<file path="src/rtl/rr_grant_ctrl_pkg.sv">
// Shared arbitration types and helpers for the round-robin grant controller.
package rr_grant_ctrl_pkg;

   typedef enum logic {
      RR_IDLE = 1'b0,
      RR_BUSY = 1'b1
   } rr_state_e;

   // Modulo-n increment. This must also be correct when n is not a power of two.
   function automatic int unsigned rr_next_ptr(input int unsigned idx, input int unsigned n);
      return (idx + 1 >= n) ? 0 : idx + 1;
   endfunction

endpackage

</file>
<file path="src/rtl/rr_grant_ctrl_pick.sv">
// Combinational round-robin picker: the first set request scanning upward from ptr, with wrap.
module rr_pick
   import rr_grant_ctrl_pkg::*;
#(
   parameter int NUM_REQ = 4,
   parameter int IDX_W   = $clog2(NUM_REQ)
) (
   input  logic [NUM_REQ-1:0] req,
   input  logic [IDX_W-1:0]   ptr,
   output logic [NUM_REQ-1:0] win,
   output logic [IDX_W-1:0]   win_idx,
   output logic               win_vld
);

   logic [2*NUM_REQ-1:0] dbl;
   logic                 found;

   // Replicate req to double width, mask out positions below ptr, then take the lowest set bit.
   always_comb begin
      dbl     = '0;
      win     = '0;
      win_idx = '0;
      found   = 1'b0;
      for (int j = 0; j < 2*NUM_REQ; j++) begin
         dbl[j] = req[j % NUM_REQ] & (j >= int'(ptr));
      end
      for (int j = 0; j < 2*NUM_REQ; j++) begin
         if (!found && dbl[j]) begin
            found                                         = 1'b1;
            win[(j >= NUM_REQ) ? (j - NUM_REQ) : j]       = 1'b1;
            win_idx = IDX_W'((j >= NUM_REQ) ? (j - NUM_REQ) : j);
         end
      end
      win_vld = found;
   end

endmodule

</file>
<file path="src/rtl/rr_grant_ctrl.sv">
// Registered round-robin arbiter with grant hold until handshake and a lock for multi-beat transfers.
//
//   state   | meaning
//   --------+----------------------------------------------
//   RR_IDLE | no grant outstanding
//   RR_BUSY | gnt held until gnt_vld & gnt_rdy handshake
module rr_grant_ctrl
   import rr_grant_ctrl_pkg::*;
#(
   parameter int NUM_REQ = 4,
   parameter int IDX_W   = $clog2(NUM_REQ)
) (
   input  logic               clk,
   input  logic               rst_n,
   input  logic [NUM_REQ-1:0] req,
   input  logic               lock,
   output logic [NUM_REQ-1:0] gnt,
   output logic [IDX_W-1:0]   gnt_idx,
   output logic               gnt_vld,
   input  logic               gnt_rdy,
   output logic [IDX_W-1:0]   ptr
);

   rr_state_e            state, state_nxt;
   logic [NUM_REQ-1:0]   gnt_nxt;
   logic [IDX_W-1:0]     idx_nxt;
   logic [IDX_W-1:0]     ptr_nxt;
   logic [IDX_W-1:0]     ptr_adv;
   logic [NUM_REQ-1:0]   pick_req;
   logic [IDX_W-1:0]     pick_ptr;
   logic [NUM_REQ-1:0]   pick_gnt;
   logic [IDX_W-1:0]     pick_idx;
   logic                 pick_vld;

   // The pointer advance and the owner mask only matter on a BUSY handshake, so one picker serves both states.
   assign ptr_adv  = IDX_W'(rr_next_ptr(32'(gnt_idx), NUM_REQ));
   assign pick_req = (state == RR_BUSY) ? (req & ~gnt) : req;
   assign pick_ptr = (state == RR_BUSY) ? ptr_adv : ptr;

   rr_pick #(
      .NUM_REQ (NUM_REQ),
      .IDX_W   (IDX_W)
   ) u_pick (
      .req     (pick_req),
      .ptr     (pick_ptr),
      .win     (pick_gnt),
      .win_idx (pick_idx),
      .win_vld (pick_vld)
   );

   // State and output registers; reset clears every grant output immediately.
   always_ff @(posedge clk or negedge rst_n) begin
      if (!rst_n) begin
         state   <= RR_IDLE;
         gnt     <= '0;
         gnt_idx <= '0;
         gnt_vld <= 1'b0;
         ptr     <= '0;
      end else begin
         state   <= state_nxt;
         gnt     <= gnt_nxt;
         gnt_idx <= idx_nxt;
         gnt_vld <= |gnt_nxt;
         ptr     <= ptr_nxt;
      end
   end

   // Next-state and next-grant logic. The grant is frozen until a handshake.
   always_comb begin
      state_nxt = state;
      gnt_nxt   = gnt;
      idx_nxt   = gnt_idx;
      ptr_nxt   = ptr;
      case (state)
         RR_IDLE: begin
            if (pick_vld) begin
               state_nxt = RR_BUSY;
               gnt_nxt   = pick_gnt;
               idx_nxt   = pick_idx;
            end
         end
         RR_BUSY: begin
            if (gnt_rdy && !lock) begin
               ptr_nxt = ptr_adv;
               if (pick_vld) begin
                  gnt_nxt = pick_gnt;
                  idx_nxt = pick_idx;
               end else begin
                  state_nxt = RR_IDLE;
                  gnt_nxt   = '0;
                  idx_nxt   = '0;
               end
            end
         end
         default: begin
            state_nxt = RR_IDLE;
            gnt_nxt   = '0;
            idx_nxt   = '0;
         end
      endcase
   end

`ifndef ASSERT_OFF
   a_gnt_onehot: assert property (@(posedge clk) disable iff (!rst_n) $onehot0(gnt));
   a_gnt_stable: assert property (@(posedge clk) disable iff (!rst_n)
                                  (gnt_vld && !gnt_rdy) |=> $stable(gnt));
   a_gnt_vld:    assert property (@(posedge clk) disable iff (!rst_n) gnt_vld == (|gnt));
`endif

endmodule

</file>
<file path="config.mk">
export PLATFORM = sky130hd
export DESIGN_NAME = rr_grant_ctrl
export DESIGN_NICKNAME = d
export VERILOG_FILES = /design/src/rtl/rr_grant_ctrl_pkg.sv /design/src/rtl/rr_grant_ctrl_pick.sv /design/src/rtl/rr_grant_ctrl.sv
export SDC_FILE = /design/constraint.sdc
export NUM_CORES = 1
export LEC_CHECK = 0
export CELL_PAD_IN_SITES_DETAIL_PLACEMENT = 1
export CELL_PAD_IN_SITES_GLOBAL_PLACEMENT = 1
export CORE_MARGIN = 5
export CORE_UTILIZATION = 37
export CTS_CLUSTER_DIAMETER = 120
export DETAILED_ROUTE_END_ITERATION = 10
export GPL_ROUTABILITY_DRIVEN = 1
export GPL_TIMING_DRIVEN = 0
export PLACE_DENSITY_LB_ADDON = 0.1
export SETUP_SLACK_MARGIN = 0.4
export SLEW_MARGIN = 20
export SYNTH_ARGS = -nofsm -noshare
export SYNTH_HDL_FRONTEND = slang
export SYNTH_SLANG_ARGS = --single-unit
</file>
<file path="constraint.sdc">
create_clock -name clk -period 5.05 [get_ports clk]
set_input_delay 1.01 -clock clk [delete_from_list [all_inputs] [get_ports clk]]
set_output_delay 1.01 -clock clk [all_outputs]
set_load 0.02 [all_outputs]
</file>
Word-level counts from Yosys, hierarchy flattened
Index checks and enable logic that the tools add are counted.

word-level totals
  flip-flop bits (word level) = 10
  input bits = 8

operators by class
  add/sub/neg operators = 1
  magnitude comparators = 4
  eq/ne operators = 2
  multiplexer cells = 36
  bitwise operators = 6
  reduce and logical (&&, ||, !) cells = 19

operator list
  kind                                                count
  two-way mux 2 bit                                   11
  two-way mux 1 bit                                   18
  two-way mux 4 bit                                   4
  logical AND 1 bit                                   8
  zero test 1 bit                                     8
  one-hot mux 4 bit (2 select lines)                  1
  bitwise AND 4 bit                                   1
  >= comparator 1 x 2 -> 1 bit, first input constant  2
  inverter 4 bit                                      1
  one-hot mux 2 bit (2 select lines)                  1
  AND reduction 2 bit                                 2
  OR reduction 4 bit                                  1
  adder 2 x 1 -> 3 bit, second input constant         1
  bitwise AND 1 bit                                   3
  >= comparator 3 bit, second input constant          1
  >= comparator 2 bit, first input constant           1
  != test 2 x 1 -> 1 bit, second input constant       1
  != test 2 bit, second input constant                1
  one-hot mux 1 bit (2 select lines)                  1
  inverter 1 bit                                      1

Longest topological paths before layout
Gate-level depths: netlist of the first run.

  depth after elaboration = 32
  depth in mapped cells = 8
  mapped depth without buffers = 7

By module
A second synthesis of the first run with hierarchy kept.

unflattened totals
  cell total of the unflattened synthesis = 78
  area, all modules = 725.7 µm²

modules (own cells, without submodules)
  module         times used  cells each  area each (µm²)  sequential area each (µm²)
  rr_grant_ctrl  1           49          549.3            250.2
  rr_pick        1           29          176.4            0.0

Worst setup path before layout of the first run
No wires, ideal clock.

  path type = input to register
  start point = input port req[2]
  end point = register gnt_vld
  arrival time = 2.424 ns
  required time = 4.912 ns
  slack = 2.488 ns
  stages on the path = 6
  path buffers = 0
  cell sequence = a21boi_0 o221ai_1 a31oi_2 a21boi_2 o221ai_2 or4_1

between the ends
  longest elaborated chain between the ends = 24
  elaborated cells on any way between the ends = 31
  those cells by class = mux: 17; bitwise: 2; reduce/logical: 12

ends and longest elaborated chain
  element                                 line                      source
  from (decl)                             rr_grant_ctrl.sv:15       input logic [NUM_REQ-1:0] req,
  bitwise AND 4 bit                       rr_grant_ctrl.sv:37       assign pick_req = (state == RR_BUSY) ? (req & ~gnt) : req;
  two-way mux 4 bit (*)                   rr_grant_ctrl.sv:37
  bitwise AND 1 bit                       rr_grant_ctrl_pick.sv:25  dbl[j] = req[j % NUM_REQ] & (j >= int'(ptr));
  logical AND 1 bit                       rr_grant_ctrl_pick.sv:28  if (!found && dbl[j]) begin
  two-way mux 1 bit                       rr_grant_ctrl_pick.sv:28
  zero test 1 bit                         rr_grant_ctrl_pick.sv:28
  logical AND 1 bit                       rr_grant_ctrl_pick.sv:28
  two-way mux 1 bit                       rr_grant_ctrl_pick.sv:28
  (+9 left out)                           -
  zero test 1 bit                         rr_grant_ctrl_pick.sv:28
  logical AND 1 bit                       rr_grant_ctrl_pick.sv:28
  two-way mux 1 bit                       rr_grant_ctrl_pick.sv:28
  two-way mux 4 bit                       rr_grant_ctrl.sv:85       if (pick_vld) begin
  two-way mux 4 bit                       rr_grant_ctrl.sv:83       if (gnt_rdy && !lock) begin
  one-hot mux 4 bit (2 select lines) (*)  rr_grant_ctrl.sv:74       case (state)
  named net gnt_nxt[0]                    rr_grant_ctrl.sv:25       logic [NUM_REQ-1:0] gnt_nxt;
  OR reduction 4 bit (*)                  rr_grant_ctrl.sv:63       gnt_vld <= |gnt_nxt;
  to (signal assigned)                    rr_grant_ctrl.sv:63
  to (decl)                               rr_grant_ctrl.sv:19       output logic gnt_vld,

The timed path passes the listed nets; every way through them passes the cells marked *.
A chain may end at the register's enable or synchronous reset.

Worst setup path in the final report of the first run
Same ends and word-level chain as after synthesis.

==> run summary, run 1 <==
outcome - completed
total wire length - 2.02 mm
vias in the first global route - 739
Primary FF master, synth - dfrtp_1
Antenna diodes - 0
Crit Path Class - input pin to register
Achievable Freq - 327 MHz
Post-CTS Setup Inserts - 0
syn_area_per_cell - 8.54 sq um
effective utilization at floorplan - 39.7%
drt initial violations - 10
vias per cell - 5.57
synth cell count leaders - nand2_1 (18), dfrtp_1 (10), nor2_1 (4), o21ai_1 (4)
min-delay worst type - register to register
clk buf depth - 2
post-synthesis async set-or-reset flop share - 100%
fin crit share - 60.6%
Syn Nets - 91
Num CTS Buffers - 3
CP peak stage delay - 0.50 ns
Die ar. - 2860 sq um
Least-Margin Pin Slew - 0.446 ns
post-DP HPWL - 1.68 mm
per-cell routed wire length - 15.9 um
area post-placement - 892 sq um
count of cell types in the netlist - 37
IO buf count - 16
Cells after Synth - 82
routed wl met3 - 71 um
synthesis-to-finish area growth - 32.5%
cell area after synthesis - 701 sq um
vias post-DR - 708
Core ar. - 1760 sq um
drt pass-1 iters - 4
RSZ-0062 raised after global routing - no
Worst EP arrival - 3.21 ns
max_slew headroom - 70.1%
H-tree depth - 1
DIE HEIGHT - 53.5 um
CTS tree - done
GP Congestion - 0.831
Yosys warnings - 0
crit-path cells - clkdlybuf4s50_1 -> a21boi_0 -> o221ai_1 -> a31oi_2 -> a21boi_2 -> o221ai_2 -> or4_1
most common cell in the netlist - nand2_1
CP Buf/Inv Count - 1
startpoint types - input pin
WP data required - 5.20 ns
# DRC - 0
synth top area cells - dfrtp_1 (36%), nand2_1 (9.6%), o21ai_1 (2.9%)
Clock transition at path regs - 0.06 ns
leakage power total - 0.395 nW
remaining antenna violation count - 0
Clock Skew - 0.00632 ns
total track usage - 17.3%
CP delay by family, top - compound AO/OA/AOI/OAI gates
initial antenna violation count - 0
Fin. Hold Viols - 0
count of final max-slew check failures - 0
layout cells sized above 1 - 11.8%
Synth top area share - 35.7%
# Max-Cap Violations - 0
PostCTS Resize Cnt - 0
hold buffer count at cts - 0
PD cells - 603 nW/um^2
fin area - 928 sq um
clock root buffer - clkbuf_4
site row count - 15
area leader, netlist - dfrtp_1
io pins - 17
number of flops mapped to enable cells by yosys - 0
Die Wd - 53.5 um
Setup TNS Final - 0 ns
sequential fraction of the synthesis area - 35.7%
NumNets Final - 112
WL met2 - 1.03 mm
minimum clock period - 3.06 ns
Top Metal Used - met4
CP endpoint kind - register
CP max FO - 3
fill count - 224
synthesized flop and latch total - 10
Metal-1 WL - 895 um
worst skew pair latency - 0.28 ns
Final Setup Violations - 0
clk sinks - 10
pin count of the biggest net entering global routing - 11
GRT overflow - 0
Slowest-stage cell, CP - or4_1
first-pass GRT wire length - 3.44 mm
Peak supply drop - 0.000311 V
==> layout make-up <==
class	instances	area [sq um]	share of cell area, %
multi-input cells	67	423	45.6
flip-flops and latches	10	250	27.0
repair buffers	16	160	17.3
clock buffers	4	36.3	3.91
well taps	25	31.3	3.37
plain buffers	2	16.3	1.75
inverters	3	11.3	1.21
==> worst register-to-register path, cell delays in order (launching register included) <==
cell	delay (ns)
dfrtp_1	0.47
ha_1	0.39
mux2i_1	0.35
nand2_1	0.11
a31oi_2	0.24
a21boi_2	0.21
o221ai_2	0.12
or4_1	0.50
==> power by group <==
| part | internal (mW) | total (mW) | switching [mW] |
|---|---|---|---|
| registers | 0.114 | 0.155 | 0.0413 |
| logic | 0.149 | 0.331 | 0.182 |
| clock network | 0.0439 | 0.0743 | 0.0303 |
==> sequential cells by signal, summed over array words and instances, names as in the netlist <==
name and cells:
ptr 2, gnt 4, gnt_idx 2, gnt_vld 1, state 1
==> cell families after synthesis <==
group | synth area share (%)
buffers and inverters | 3.93
and+or+nand+nor | 25.0
adders and majority gates | 1.79
muxes | 3.04
AOI/OAI and AO/OA | 30.5
DFF | 35.7
==> through the flow <==
step	cells	utilization, %	total power, mW	setup WS (ns)	hold WS, ns
after floorplan	82	-	0.360	2.49	0.610
after global placement	123	50.6	0.479	1.70	0.505
after detailed placement	123	50.6	0.490	1.69	0.545
after CTS	127	52.6	0.568	1.98	0.564
after global routing	127	52.6	0.605	1.81	0.591
final	127	52.6	0.560	1.99	0.565
==> cell usage in the layout (no fill, tap or decap), types with 3 or more instances in the layout <==
master / synthesis / routed
o21ai_1: 4 / 4
nor2_1: 4 / 4
clkbuf_4: 0 / 3
dfrtp_1: 10 / 10
clkdlybuf4s50_1: 0 / 16
nor3_1: 3 / 3
inv_1: 3 / 3
nand2b_1: 3 / 3
nand2_1: 18 / 18
==> layer usage <==
metal | vias up | global-route usage (%)
met5 | - | 0
met3 | 3 | 6.20
met2 | 12 | 29.8
li1 | 345 | -
met4 | 0 | 5.11
met1 | 348 | 19.8
==> path summary, 6_finish.rpt <==
path | slack [ns] | depth (start not counted) | to | startpoint
max in group asynchronous | 3.70 | 1 | gnt[3]$_DFF_PN0_ | rst_n
min in group asynchronous | 1.04 | 1 | gnt_idx[1]$_DFFE_PN0P_ | rst_n
hold reg to reg | 0.56 | 1 | gnt[2]$_DFF_PN0_ | gnt[2]$_DFF_PN0_
setup / recovery | 1.99 | 7 | gnt_vld$_DFF_PN0_ | req[2]
hold / removal | 0.56 | 1 | gnt[2]$_DFF_PN0_ | gnt[2]$_DFF_PN0_
setup reg to reg | 2.53 | 7 | gnt_vld$_DFF_PN0_ | gnt_idx[0]$_DFFE_PN0P_
(Power assumes the default switching activity.)
==> run 2: changes to the inputs <==
CORE_UTILIZATION = 31   (was 37)
clock period = 2.5 ns   (was 5.05 ns; I/O delays follow)
==> run summary, run 2 (synthesis gave the netlist of run 1 again) <==
site row count - 17
minimum clock period - 2.09 ns
hold_ws - 0.549 ns
Non-Filler Instances - 138
GRT overflow - 0
Achievable Freq - 477 MHz
Crit Path Class - register to register
total wire length - 2.36 mm
min-delay worst type - input pin to async pin
max reg flops - 4
max_slew headroom - 70.3%
leakage power total - 0.446 nW
CP endpoint kind - register
GR Util met1 - 17.6%
first-pass GRT wire length - 4.00 mm
count of final max-slew check failures - 0
startpoint types - register
CP max FO - 4
remaining antenna violation count - 0
vias in the first global route - 821
layout cells sized above 1 - 30.0%
effective utilization at floorplan - 32.0%
fin crit share - 83.8%
crit-path cells - ha_4 -> mux2i_4 -> nand2_1 -> a31oi_2 -> a21boi_2 -> o221ai_2 -> or4_1
Largest regs - gnt (4), gnt_idx (2), ptr (2)
post-DP HPWL - 1.69 mm
Core ar. - 2190 sq um
per-cell routed wire length - 17.1 um
Clock transition at path regs - 0.06 ns
PD cells - 1260 nW/um^2
Clock Skew - 0.00113 ns
Peak supply drop - 0.000604 V
WP data required - 2.63 ns
met3 Usage GRT - 3.62%
CTS tree - done
clk buf depth - 2
Least-Margin Pin Slew - 0.444 ns
Placed Instances - 126
Largest Register - gnt
IO buf count - 16
total track usage - 15.7%
DIE HEIGHT - 57.5 um
Num CTS Buffers - 3
GR peak layer - met2
drt pass-1 iters - 4
# Max-Cap Violations - 0
GP Congestion - 0.786
Worst EP arrival - 2.22 ns
pin count of the biggest net entering global routing - 11
CP delay by family, top - simple AND/OR/NAND/NOR gates
fill count - 268
Die Wd - 57.5 um
drt initial violations - 10
NumNets Final - 120
outcome - completed
clock root buffer - clkbuf_4
# DRC - 0
Worst R2R Setup Slack - 0.41 ns
area post-placement - 922 sq um
Slowest-stage cell, CP - or4_1
synthesis-to-finish area growth - 51.8%
Die ar. - 3310 sq um
vias post-DR - 765
worst skew pair latency - 0.26 ns
initial antenna violation count - 0
io pins - 17
Fin. Hold Viols - 0
commonest non-fill, non-tap cell in the layout - nand2_1
Final Util - 48.5%
GR Util met2 - 29.2%
Antenna diodes - 0
H-tree depth - 1
RSZ-0062 raised after global routing - yes
Final Setup Violations - 0
CP peak stage delay - 0.48 ns
Setup TNS Final - 0 ns
CP Buf/Inv Count - 0
clk sinks - 10
most frequent cells in the layout - nand2_1 (15), clkdlybuf4s50_1 (12), buf_4 (9), dfrtp_1 (7)
vias per cell - 5.54
fin area - 1060 sq um
[run 2: cell count changes in the layout (fill, tap and decap cells not counted), moves of 2 or more]
cell / change
dlygate4sd2_1: +4
dfrtp_2: +3
clkdlybuf4s50_1: -4
nand2_1: -3
buf_4: +9
dfrtp_1: -3
nand2_2: +3
a21boi_4: +2
[run 2: cell type report]
class,count,area [sq um],share of cell area [%]
Buffer,2,18.8,1.76
Multi-Input combinational cell,67,493,46.4
Timing Repair Buffer,24,215,20.2
Tap cell,28,35.0,3.29
Inverter,3,11.3,1.06
Sequential cell,10,254,23.9
Clock buffer,4,36.3,3.41
[run 2: path summary, 6_finish.rpt]
path / from / to / cells past startpoint
min reg2reg: gnt_idx[1]$_DFFE_PN0P_ / gnt_idx[1]$_DFFE_PN0P_ / 2
max in group asynchronous: rst_n / state$_DFF_PN0_ / 1
min: rst_n / ptr[0]$_DFFE_PN0P_ / 1
min in group clk: gnt_idx[1]$_DFFE_PN0P_ / gnt_idx[1]$_DFFE_PN0P_ / 2
max reg2reg: gnt_idx[1]$_DFFE_PN0P_ / gnt_vld$_DFF_PN0_ / 7
max: gnt_idx[1]$_DFFE_PN0P_ / gnt_vld$_DFF_PN0_ / 7
[run 2: metal layers]
| layer | wire, um | part of all wire, % |
|---|---|---|
| met1 | 929 | 39 |
| met2 | 1280 | 54 |
| met3 | 119 | 5.0 |
| met4 | 31 | 1.3 |
| met5 | 0 | 0 |
[run 2: metrics by stage]
stage | power [mW] | setup WS (ns)
after detailed placement | 1.05 | -0.330
after global placement | 1.03 | -0.348
after floorplan | 0.781 | 0.402
after CTS | 1.31 | 0.409
after global routing | 1.42 | 0.360
final | 1.34 | 0.405
[run 2: worst reg2reg max path: stages (launching register included)]
cell	delay, ns
dfrtp_2	0.44
ha_4	0.28
mux2i_4	0.17
nand2_1	0.09
a31oi_2	0.21
a21boi_2	0.20
o221ai_2	0.11
or4_1	0.48
[run 2: report_power, final]
group | internal, mW | total (mW) | switching [mW]
Combinational | 0.424 | 0.867 | 0.443
Clock | 0.0884 | 0.142 | 0.0532
Sequential | 0.233 | 0.329 | 0.0957
[run 2: repair_timing]
action,CTS,global route
buffers inserted,7,1
pin swaps,4,3
endpoints found under the hold margin,0,0
hold buffers,0,0
setup endpoints to repair,1,1
gates cloned,0,0
gates resized for setup,16,2
==> run 3: changes to the inputs <==
clock period = 1.9 ns   (was 2.5 ns; I/O delays follow)
==> run summary, run 3 (synthesis gave the netlist of run 1 again) <==
overall power - 1.95 mW
NumNets Final - 126
remaining antenna violation count - 0
effective utilization at floorplan - 32.0%
minimum clock period - 2.11 ns
Die ar. - 3310 sq um
vias per cell - 5.49
Non-Filler Instances - 144
initial antenna violation count - 0
Achievable Freq - 474 MHz
PD cells - 1650 nW/um^2
fin area - 1190 sq um
per-cell routed wire length - 17.4 um
# DRC - 0
Worst R2R Setup Slack - -0.21 ns
Clock transition at path regs - 0.06 ns
CP delay by family, top - simple AND/OR/NAND/NOR gates
Largest regs - gnt (4), gnt_idx (2), ptr (2)
startpoint types - register
failing checks - setup timing
Clock Skew - 0.00227 ns
synthesis-to-finish area growth - 69.5%
crit-path cells - ha_4 -> mux2i_4 -> nand2_2 -> a31oi_4 -> a21boi_2 -> o221ai_2 -> or4_1
min-delay worst type - input pin to async pin
layout cells sized above 1 - 42.2%
count of final max-slew check failures - 0
DIE HEIGHT - 57.5 um
r2r endpoint - gnt_vld$_DFF_PN0_
io pins - 17
clk buf depth - 2
R2R cell count - 7
H-tree depth - 1
vias in the first global route - 817
Core ar. - 2190 sq um
dpl ws - -0.826 ns
Die Wd - 57.5 um
CP Buf/Inv Count - 0
CP max FO - 4
Crit Path Class - register to register
CP peak stage delay - 0.48 ns
vias post-DR - 790
area post-placement - 925 sq um
Fin. Hold Viols - 0
CP endpoint kind - register
leakage power total - 0.513 nW
WP data required - 2.03 ns
min setup slack post-route - -0.209 ns
first-pass GRT wire length - 3.99 mm
RSZ-0062 raised after global routing - yes
clock root buffer - clkbuf_4
site row count - 17
max_slew headroom - 69.0%
Final Setup Violations - 1
Final Util - 54.2%
GRT overflow - 0
Num CTS Buffers - 3
clk sinks - 10
total track usage - 15.4%
fin crit share - 111%
max reg flops - 4
IO buf count - 16
drt pass-1 iters - 4
Least-Margin Pin Slew - 0.464 ns
pin count of the biggest net entering global routing - 11
drt initial violations - 18
total wire length - 2.50 mm
Peak supply drop - 0.000980 V
fill count - 260
worst skew pair latency - 0.26 ns
commonest non-fill, non-tap cell in the layout - nand2_1
Largest Register - gnt
Antenna diodes - 0
most frequent cells in the layout - nand2_1 (14), buf_6 (8), dlygate4sd2_1 (8), buf_4 (8), dfrtp_1 (6)
CTS tree - done
Placed Instances - 126
outcome - finished, violations left
Slowest-stage cell, CP - or4_1
GP Congestion - 0.799
# Max-Cap Violations - 0
post-DP HPWL - 1.68 mm
Worst EP arrival - 2.24 ns
Reg-to-Reg Start - gnt_idx[1]$_DFFE_PN0P_
[run 3: area by class of cell]
class / count / area, sq um / share of cell area, %
buffer: 2 / 26.3 / 2.21
clock buffer: 4 / 36.3 / 3.06
inverter: 3 / 11.3 / 0.948
multi-input combinational: 67 / 552 / 46.5
sequential: 10 / 255 / 21.5
tap: 28 / 35.0 / 2.95
timing repair buffer: 30 / 272 / 22.9
[run 3: routing by layer]
layer / up-vias / part of all wire, % / global-route usage (%)
met1: 395 / 41 / 17.4
met5: - / 0 / 0
met4: 0 / 1.2 / 1.99
li1: 374 / - / -
met3: 2 / 4.1 / 5.43
met2: 19 / 54 / 28.1
[run 3: worst register-to-register path, stage by stage, from the launching register on]
cell and delay (ns):
dfrtp_2 0.42, ha_4 0.27, mux2i_4 0.20, nand2_2 0.09
a31oi_4 0.21, a21boi_2 0.19, o221ai_2 0.11, or4_1 0.48
[run 3: timing repair]
item                       in CTS  in global routing
pin swaps                       6                  6
hold buffers                    0                  0
setup endpoints to repair      17                 15
buffers inserted                8                  6
resized for setup              31                 24
[run 3: worst max-delay path by stage]
stage                      startpoint  depth (start not counted)                 to
6_report       gnt_idx[1]$_DFFE_PN0P_                          7  gnt_vld$_DFF_PN0_
3_5_place_dp                   req[2]                          7  gnt_vld$_DFF_PN0_
2_1_floorplan  gnt_idx[0]$_DFFE_PN0P_                          7  gnt_vld$_DFF_PN0_
5_1_grt        gnt_idx[1]$_DFFE_PN0P_                          7  gnt_vld$_DFF_PN0_
3_3_place_gp                   req[2]                          7  gnt_vld$_DFF_PN0_
4_1_cts        gnt_idx[1]$_DFFE_PN0P_                          7  gnt_vld$_DFF_PN0_
[run 3: power by group]
| part | internal, mW | switching [mW] |
|---|---|---|
| registers | 0.309 | 0.123 |
| logic | 0.652 | 0.682 |
| clock network | 0.116 | 0.0719 |
[run 3: stage by stage]
stage          hold WS [ns]  TNS (ns)
2_1_floorplan        0.0844    -0.145
3_3_place_gp          0.539     -1.77
3_5_place_dp          0.550     -1.95
4_1_cts               0.443    -0.207
5_1_grt               0.457    -0.315
6_report              0.433    -0.209
